--- src/rtl/pipe_sched_pkg.sv ---
// Shared encodings for the pipeline stall/flush scheduler.
package pipe_sched_pkg;

    // Registered scheduler state, visible on sched_state.
    typedef enum logic [1:0] {
        ST_RUN    = 2'b00,
        ST_STALL  = 2'b01,
        ST_FREEZE = 2'b10
    } sched_state_e;

    localparam int unsigned CTRL_W = 5;

    // Pipeline control bundle, MSB first: {pc_write, ifid_write, ifid_flush, idex_flush, pipe_hold}.
    typedef struct packed {
        logic pc_write;
        logic ifid_write;
        logic ifid_flush;
        logic idex_flush;
        logic pipe_hold;
    } ctrl_t;

    localparam ctrl_t CTRL_ADVANCE = CTRL_W'(5'b11000);
    localparam ctrl_t CTRL_STALL   = CTRL_W'(5'b00010);
    localparam ctrl_t CTRL_FREEZE  = CTRL_W'(5'b00001);
    localparam ctrl_t CTRL_SQUASH  = CTRL_W'(5'b11100);

    // Encoding of the state to return to once a memory freeze ends.
    localparam logic RESUME_RUN   = 1'b0;
    localparam logic RESUME_STALL = 1'b1;

endpackage

--- src/rtl/pipe_stall_sched_sat_counter.sv ---
// Saturating up-counter used for the scheduler statistics.
module sat_counter #(
    parameter int unsigned W = 16
) (
    input  logic         clk,
    input  logic         rst_n,
    input  logic         inc,
    output logic [W-1:0] count
);

    logic [W-1:0] count_q;
    logic [W-1:0] count_d;

    // Increment unless already at the all-ones ceiling.
    always_comb begin
        count_d = count_q;
        if (inc && (count_q != {W{1'b1}})) begin
            count_d = count_q + W'(1);
        end
    end

    // Count register.
    always_ff @(posedge clk or negedge rst_n) begin
        if (!rst_n) begin
            count_q <= '0;
        end else begin
            count_q <= count_d;
        end
    end

    assign count = count_q;

endmodule

--- src/rtl/pipe_stall_sched.sv ---
// Central stall/bubble/flush scheduler for the 5-stage pipeline.
module pipe_stall_sched
    import pipe_sched_pkg::*;
#(
    parameter int unsigned CNT_W = 16,
    parameter int unsigned BR_W  = 2
) (
    input  logic             clk,
    input  logic             rst_n,
    input  logic             ld_use_hz,
    input  logic [BR_W-1:0]  br_hz_cycles,
    input  logic             br_taken,
    input  logic             jump,
    input  logic             dmem_req,
    input  logic             dmem_ready,
    output logic             pc_write,
    output logic             ifid_write,
    output logic             ifid_flush,
    output logic             idex_flush,
    output logic             pipe_hold,
    output logic [1:0]       sched_state,
    output logic [CNT_W-1:0] stall_cycles,
    output logic [CNT_W-1:0] flush_count
);

    sched_state_e    state_q;
    sched_state_e    state_d;
    sched_state_e    eval_state_c;
    logic [BR_W-1:0] rem_q;
    logic [BR_W-1:0] rem_d;
    logic            resume_q;
    logic            resume_d;
    logic [BR_W-1:0] need_c;
    logic            mem_wait_c;
    logic            freeze_hold_c;
    logic            mem_stop_c;
    ctrl_t           ctrl_c;
    ctrl_t           ctrl_out_c;

    // Stall cycles requested by the instruction in ID: the larger of load-use (1) and branch operand wait.
    always_comb begin
        need_c = br_hz_cycles;
        if (ld_use_hz && (br_hz_cycles == '0)) begin
            need_c = BR_W'(1);
        end
    end

    // Next-state and Mealy control decode; a released FREEZE re-enters the saved state's rules.
    always_comb begin
        ctrl_c        = CTRL_ADVANCE;
        state_d       = state_q;
        rem_d         = rem_q;
        resume_d      = resume_q;
        mem_wait_c    = dmem_req && !dmem_ready;
        freeze_hold_c = (state_q == ST_FREEZE) && mem_wait_c;
        mem_stop_c    = (state_q != ST_FREEZE) && mem_wait_c;
        eval_state_c  = state_q;
        if (state_q == ST_FREEZE) begin
            eval_state_c = (resume_q == RESUME_STALL) ? ST_STALL : ST_RUN;
        end

        if (freeze_hold_c) begin
            ctrl_c = CTRL_FREEZE;
        end else begin
            case (eval_state_c)
                ST_STALL: begin
                    if (mem_stop_c) begin
                        ctrl_c   = CTRL_FREEZE;
                        state_d  = ST_FREEZE;
                        resume_d = RESUME_STALL;
                    end else begin
                        ctrl_c  = CTRL_STALL;
                        rem_d   = rem_q - BR_W'(1);
                        state_d = (rem_q <= BR_W'(1)) ? ST_RUN : ST_STALL;
                    end
                end
                default: begin
                    if (mem_stop_c) begin
                        ctrl_c   = CTRL_FREEZE;
                        state_d  = ST_FREEZE;
                        resume_d = RESUME_RUN;
                    end else if (need_c != '0) begin
                        ctrl_c  = CTRL_STALL;
                        rem_d   = need_c - BR_W'(1);
                        state_d = (need_c > BR_W'(1)) ? ST_STALL : ST_RUN;
                    end else if (br_taken || jump) begin
                        ctrl_c  = CTRL_SQUASH;
                        state_d = ST_RUN;
                    end else begin
                        ctrl_c  = CTRL_ADVANCE;
                        state_d = ST_RUN;
                    end
                end
            endcase
        end
    end

    // Scheduler state registers.
    always_ff @(posedge clk or negedge rst_n) begin
        if (!rst_n) begin
            state_q  <= ST_RUN;
            rem_q    <= '0;
            resume_q <= RESUME_RUN;
        end else begin
            state_q  <= state_d;
            rem_q    <= rem_d;
            resume_q <= resume_d;
        end
    end

    // While reset is held the pipeline free-runs regardless of hazard inputs.
    always_comb begin
        ctrl_out_c = ctrl_c;
        if (!rst_n) begin
            ctrl_out_c = CTRL_ADVANCE;
        end
    end

    assign pc_write    = ctrl_out_c.pc_write;
    assign ifid_write  = ctrl_out_c.ifid_write;
    assign ifid_flush  = ctrl_out_c.ifid_flush;
    assign idex_flush  = ctrl_out_c.idex_flush;
    assign pipe_hold   = ctrl_out_c.pipe_hold;
    assign sched_state = rst_n ? state_q : ST_RUN;

    sat_counter #(.W(CNT_W)) u_stall_cnt (
        .clk   (clk),
        .rst_n (rst_n),
        .inc   (!ctrl_out_c.pc_write),
        .count (stall_cycles)
    );

    sat_counter #(.W(CNT_W)) u_flush_cnt (
        .clk   (clk),
        .rst_n (rst_n),
        .inc   (ctrl_out_c.ifid_flush || ctrl_out_c.idex_flush),
        .count (flush_count)
    );

endmodule

--- config.mk ---
export PLATFORM = sky130hd
export DESIGN_NAME = pipe_stall_sched
export DESIGN_NICKNAME = d
export VERILOG_FILES = /design/src/rtl/pipe_sched_pkg.sv /design/src/rtl/pipe_stall_sched_sat_counter.sv /design/src/rtl/pipe_stall_sched.sv
export SDC_FILE = /design/constraint.sdc
export NUM_CORES = 1
export LEC_CHECK = 0
export CAP_MARGIN = 20
export CORE_MARGIN = 2
export CORE_UTILIZATION = 53
export DETAILED_ROUTE_END_ITERATION = 16
export PLACE_DENSITY = 0.95
export SLEW_MARGIN = 20
export SYNTH_ARGS = -nofsm -noshare
export SYNTH_HDL_FRONTEND = slang
export SYNTH_SLANG_ARGS = --single-unit
export TNS_END_PERCENT = 100
--- constraint.sdc ---
create_clock -name clk -period 6.6 [get_ports clk]
set_clock_uncertainty 0.2 [all_clocks]
set_input_delay 1.98 -clock clk [delete_from_list [all_inputs] [get_ports clk]]
set_output_delay 1.98 -clock clk [all_outputs]
set_load 0.1 [all_outputs]
**Word-level counts from Yosys, hierarchy flattened**

Index checks and enable logic that the tools add are counted.

- Register bits after elaboration: 37
- Latch bits: 0
- RAM bits: 0
- ROM bits: 0
- Bits of input ports: 9
- Output and inout bits: 39
- Logic and storage cells: 57
- Memories kept: 0

- Add/sub/neg operators: 4
- $mul: 0
- Div/mod/pow operators: 0
- Order comparisons: 2
- Eq/ne operators: 5
- Shifts and indexed selects: 0
- Mux-type cells: 24
- Bitwise logic cells: 2
- Reductions and logical operators: 15

Operators by type and width:

| operator | number |
|---|---|
| adder 16 x 1 -> 16 bit (second input constant) | 2 |
| inequality test 16 bit (second input constant) | 2 |
| 2-to-1 mux 5 bit | 5 |
| 2-to-1 mux 2 bit | 11 |
| 2-to-1 mux 1 bit | 7 |
| logical AND 1 bit | 6 |
| nonzero test 2 bit | 2 |
| subtractor 2 x 1 -> 2 bit (second input constant) | 2 |
| 2-to-1 mux 3 bit | 1 |
| AND reduction 3 bit | 1 |
| == test 2 x 1 -> 1 bit (second input constant) | 1 |
| == test 2 bit (second input constant) | 1 |
| greater-than comparator 2 x 1 -> 1 bit (second input constant) | 1 |
| <= comparator 2 x 1 -> 1 bit (second input constant) | 1 |
| logical NOT 1 bit | 2 |
| logical NOT 2 bit | 1 |
| logical OR 1 bit | 2 |
| inequality test 2 bit (second input constant) | 1 |
| NOT 1 bit | 2 |
| AND reduction 2 bit | 1 |

**Longest topological paths before layout**

- Depth in word-level cells: 11
- Gate-level depth with buffers: 8
- Gate-level depth less buffers: 8

**Hierarchy**

A second synthesis with hierarchy kept.

- Cell total of the unflattened synthesis: 194
- Area total of the unflattened synthesis: 2,117.0 um2

By module, submodules not included:

| module | times used | cells an instance | area an instance (um2) | sequential area each (um2) |
|---|---|---|---|---|
| sat_counter (u_flush_cnt) | 1 | 77 | 884.6 | 400.4 |
| sat_counter (u_stall_cnt) | 1 | 72 | 859.6 | 400.4 |
| pipe_stall_sched | 1 | 45 | 372.9 | 125.1 |

**Least setup slack after synthesis**

No wires, ideal clock.

- Path kind: input to output
- Start point: in br_hz_cycles[1]
- End point: out ifid_flush
- Arrival time: 4.666 ns
- Required time: 4.420 ns
- Setup slack: -0.246 ns
- Cell stages on the path: 5
- Path buffers: 0
- Path through: inv_1 a21oi_1 ha_1 nand2_1 nor3_1

- Longest elaborated chain between the ends: 9

Ends and longest elaborated chain:

| item | line | text |
|---|---|---|
| from (decl) | pipe_stall_sched.sv:11 | `input logic [BR_W-1:0] br_hz_cycles,` |
| logical NOT 2 bit | pipe_stall_sched.sv:43 | `if (ld_use_hz && (br_hz_cycles == '0)) begin` |
| logical AND 1 bit | pipe_stall_sched.sv:43 |  |
| 2-to-1 mux 2 bit * | pipe_stall_sched.sv:43 |  |
| nonzero test 2 bit * | pipe_stall_sched.sv:82 | `end else if (need_c != '0) begin` |
| 2-to-1 mux 5 bit * | pipe_stall_sched.sv:82 |  |
| 2-to-1 mux 5 bit * | pipe_stall_sched.sv:78 | `if (mem_stop_c) begin` |
| 2-to-1 mux 5 bit * | pipe_stall_sched.sv:65 | `case (eval_state_c)` |
| 2-to-1 mux 5 bit * | pipe_stall_sched.sv:62 | `if (freeze_hold_c) begin` |
| 2-to-1 mux 5 bit * | pipe_stall_sched.sv:114 | `if (!rst_n) begin` |
| to (decl) | pipe_stall_sched.sv:18 | `output logic ifid_flush,` |

Every way passes the cells marked *; elsewhere a longest branch is shown, timed or not.

**Worst setup path after layout**

Ends and elaborated chain as after synthesis.

==> key figures <==
Outcome
  • Result of the run: complete, no violations

STA
  • Rel. slew slack: 0.348
  • Worst Hold Margin: 0.301 ns
  • Total negative setup slack: 0 ns
  • Final Critical Period: 5.95 ns
  • Slew at the pin with the worst max-slew slack: 0.975 ns
  • Unrepaired setup endpoints after global routing: false
  • Final max-slew violation count: 0
  • Period utilisation layout: 0.901
  • Count of final hold-check violations: 0
  • Peak Freq: 168 MHz
  • Total of endpoints with negative setup slack in the final report: 0

Synth
  • Post-synth EDFFs: 0
  • Synth unique cells: 41
  • Cell types occupying the most area after synthesis: sky130_fd_sc_hd__dfrtp_1 48%, sky130_fd_sc_hd__xnor2_1 7.3%, sky130_fd_sc_hd__nand3_1 4.4%
  • Syn nets: 200
  • Sequential element share of the synthesized area: 0.480
  • Top-area cell type share of the netlist area: 0.480
  • Area leader, netlist: sky130_fd_sc_hd__dfrtp_1
  • Top_reg_cell synth: sky130_fd_sc_hd__dfrtp_1
  • Synth warn: 0
  • Post-Synthesis Mean Instance Area: 10.3 sq um
  • Fraction of registers with async set/reset: 1.00
  • Number of storage elements in the synthesis netlist: 37
  • Mapped Area: 1930 sq um
  • Instance count of the mapped netlist: 187

Finish
  • Area growth from synthesis to layout: 30.5%
  • Commonest non-fill, non-tap cell in the layout: sky130_fd_sc_hd__clkdlybuf4s50_1
  • Commonest cells after routing, fill and taps aside: 39 x sky130_fd_sc_hd__clkdlybuf4s50_1, 37 x sky130_fd_sc_hd__dfrtp_1, 18 x sky130_fd_sc_hd__nand2_1
  • Number of nets at the end of the flow: 253
  • Antenna fix cells: 0
  • Fraction of final layout cells sized beyond drive strength 1: 0.129

Clocking
  • Post_cts resized: 0
  • TritonCTS clock tree: done
  • CTS clk-pin slew, worst paths: 0.11 ns
  • Insertion delay of the later-clocked pin in the worst-skew pair: 0.34 ns
  • Number of clock sinks seen by CTS: 37
  • TritonCTS Buffers: 5
  • Hold buffer count at cts: 0
  • Buffers from clock root to sink, at most: 2
  • Number of buffers inserted by post-CTS setup repair: 0
  • H-tree Lvls: 2
  • Clock Tree Root: sky130_fd_sc_hd__clkbuf_4

Route
  • Number of DRC violations after detailed routing: 0
  • Drt via density: 5.64
  • Vias post-DR: 1618
  • TritonRoute pass-1 iters: 4
  • Antenna-violating nets left: 0
  • Total wire length after detailed routing: 4240 um
  • Final routed wire length divided by cell count: 14.8 um
  • First DRT Iteration DRCs: 121

Floorplanning
  • Starting Density: 0.565
  • Full die area: 4140 sq um
  • Die Wd: 64.3 um
  • Chip Height: 64.3 um
  • Total core area: 3420 sq um
  • I/O pin count: 48
  • FP Rows: 21

Critical path
  • Peak fanout along the critical path: 6
  • Element type at the critical path start: input port
  • Critical setup path kind: in -> out
  • Sort of element at the end of the critical path: primary output
  • Worst path required time: 4.42 ns
  • Worst Path Arrival: 3.77 ns

GRT
  • Number of global-route vias before repair: 1596
  • Grt ovf: 0
  • Global-route wire length before repair: 7040 um
  • Maximum number of pins on one net before global-route repair: 20
  • GR Util All Layers: 0.221
  • Number of antenna violations at the first check in global routing: 0

Placed design
  • HPWL after detailed placement: 3140 um
  • Count of input and output buffers: 47
  • Routability Congestion: 0.881

Power and ir drop
  • Pwr/cell area: 405 nW/um^2
  • Largest voltage drop on the vdd net: 493 uV
  • Leakage: 1.08 nW

Job
  • Max cap viols: 0

Min path
  • Path class of the lowest-slack min-delay path: reg -> reg
flip-flops by register name (all words and copies together) (netlist names):
name / flops
rem_q: 2
u_flush_cnt.count: 16
u_stall_cnt.count: 16
state_q: 2
resume_q: 1
synth_stat cells, types with 2 or more instances:
cell	number
sky130_fd_sc_hd__dfrtp_1	37
sky130_fd_sc_hd__nand2_1	18
sky130_fd_sc_hd__nand3_1	17
sky130_fd_sc_hd__xnor2_1	16
sky130_fd_sc_hd__nor3_1	9
sky130_fd_sc_hd__xor2_1	9
sky130_fd_sc_hd__inv_1	8
sky130_fd_sc_hd__nand4_1	8
sky130_fd_sc_hd__nor2_1	8
sky130_fd_sc_hd__a21oi_1	7
sky130_fd_sc_hd__nand2b_1	5
sky130_fd_sc_hd__ha_1	4
sky130_fd_sc_hd__nor4_1	4
sky130_fd_sc_hd__o21ai_0	4
sky130_fd_sc_hd__a31oi_1	3
sky130_fd_sc_hd__and2b_2	2
sky130_fd_sc_hd__and3_1	2
sky130_fd_sc_hd__mux2_2	2
sky130_fd_sc_hd__nor4_4	2
kinds of logic (layout without fill, tap and decap cells):
group,Yosys count,in the layout,synth area share
adder cells (fa/ha/maj),4,4,0.0259
AO/OA/AOI/OAI,20,20,0.0713
multiplexers,3,3,0.0195
AND/OR/NAND/NOR,86,86,0.260
flip-flops,37,37,0.480
XOR/XNOR,25,25,0.113
buffers and inverters,12,66,0.0298
path summary, 6_finish.rpt:
path,depth (start not counted),start,slack (ns),end
worst max-delay path,7,br_hz_cycles[1],0.65,ifid_flush
worst min-delay path,1,u_stall_cnt.count[9]$_DFFE_PN0P_,0.30,u_stall_cnt.count[9]$_DFFE_PN0P_
worst max register to register,5,u_flush_cnt.count[3]$_DFFE_PN0P_,4.33,u_flush_cnt.count[9]$_DFFE_PN0P_
worst min register to register,1,u_stall_cnt.count[9]$_DFFE_PN0P_,0.30,u_stall_cnt.count[9]$_DFFE_PN0P_
max in group asynchronous,2,rst_n,4.34,u_flush_cnt.count[14]$_DFFE_PN0P_
min in group asynchronous,1,rst_n,1.30,u_stall_cnt.count[7]$_DFFE_PN0P_
area by class of cell:
type,instances,area (sq um)
clock buffers,8,48.8
well taps,46,57.6
fillers,259,898
multi-input cells,138,951
repair buffers,49,500
flip-flops and latches,37,926
inverters,9,33.8
per-stage QoR:
step / util / std cells / setup WS (ns) / power (W) / area (sq um)
after global placement: 0.723 / 279 / 0.787 / 0.000896 / 2470
after CTS: 0.737 / 287 / 0.660 / 0.00103 / 2520
after floorplan: - / 187 / 0.515 / 0.000769 / 1930
after detailed placement: 0.723 / 279 / 0.662 / 0.000910 / 2470
final: 0.737 / 287 / 0.654 / 0.00102 / 2520
after global routing: 0.737 / 287 / 0.547 / 0.00107 / 2520
worst max-delay path, stage by stage:
cell	delay, ns
sky130_fd_sc_hd__clkdlybuf4s50_1	0.48
sky130_fd_sc_hd__inv_1	0.06
sky130_fd_sc_hd__a21oi_1	0.25
sky130_fd_sc_hd__ha_1	0.36
sky130_fd_sc_hd__nand2_1	0.14
sky130_fd_sc_hd__nor3_2	0.28
sky130_fd_sc_hd__buf_12	0.21
power breakdown:
group          total, W  internal (W)  switching, W
clock network  0.000116     0.0000425     0.0000731
registers      0.000345      0.000278     0.0000669
logic          0.000559      0.000136      0.000423
total           0.00102      0.000457      0.000563
routing by layer:
layer / up-vias / global-route usage / wire length (um)
met5: - / 0 / 0
li1: 763 / - / -
met1: 787 / 0.261 / 1830
met2: 58 / 0.368 / 2080
met3: 10 / 0.0704 / 240
met4: 0 / 0.0957 / 84
(Power assumes the default switching activity.)
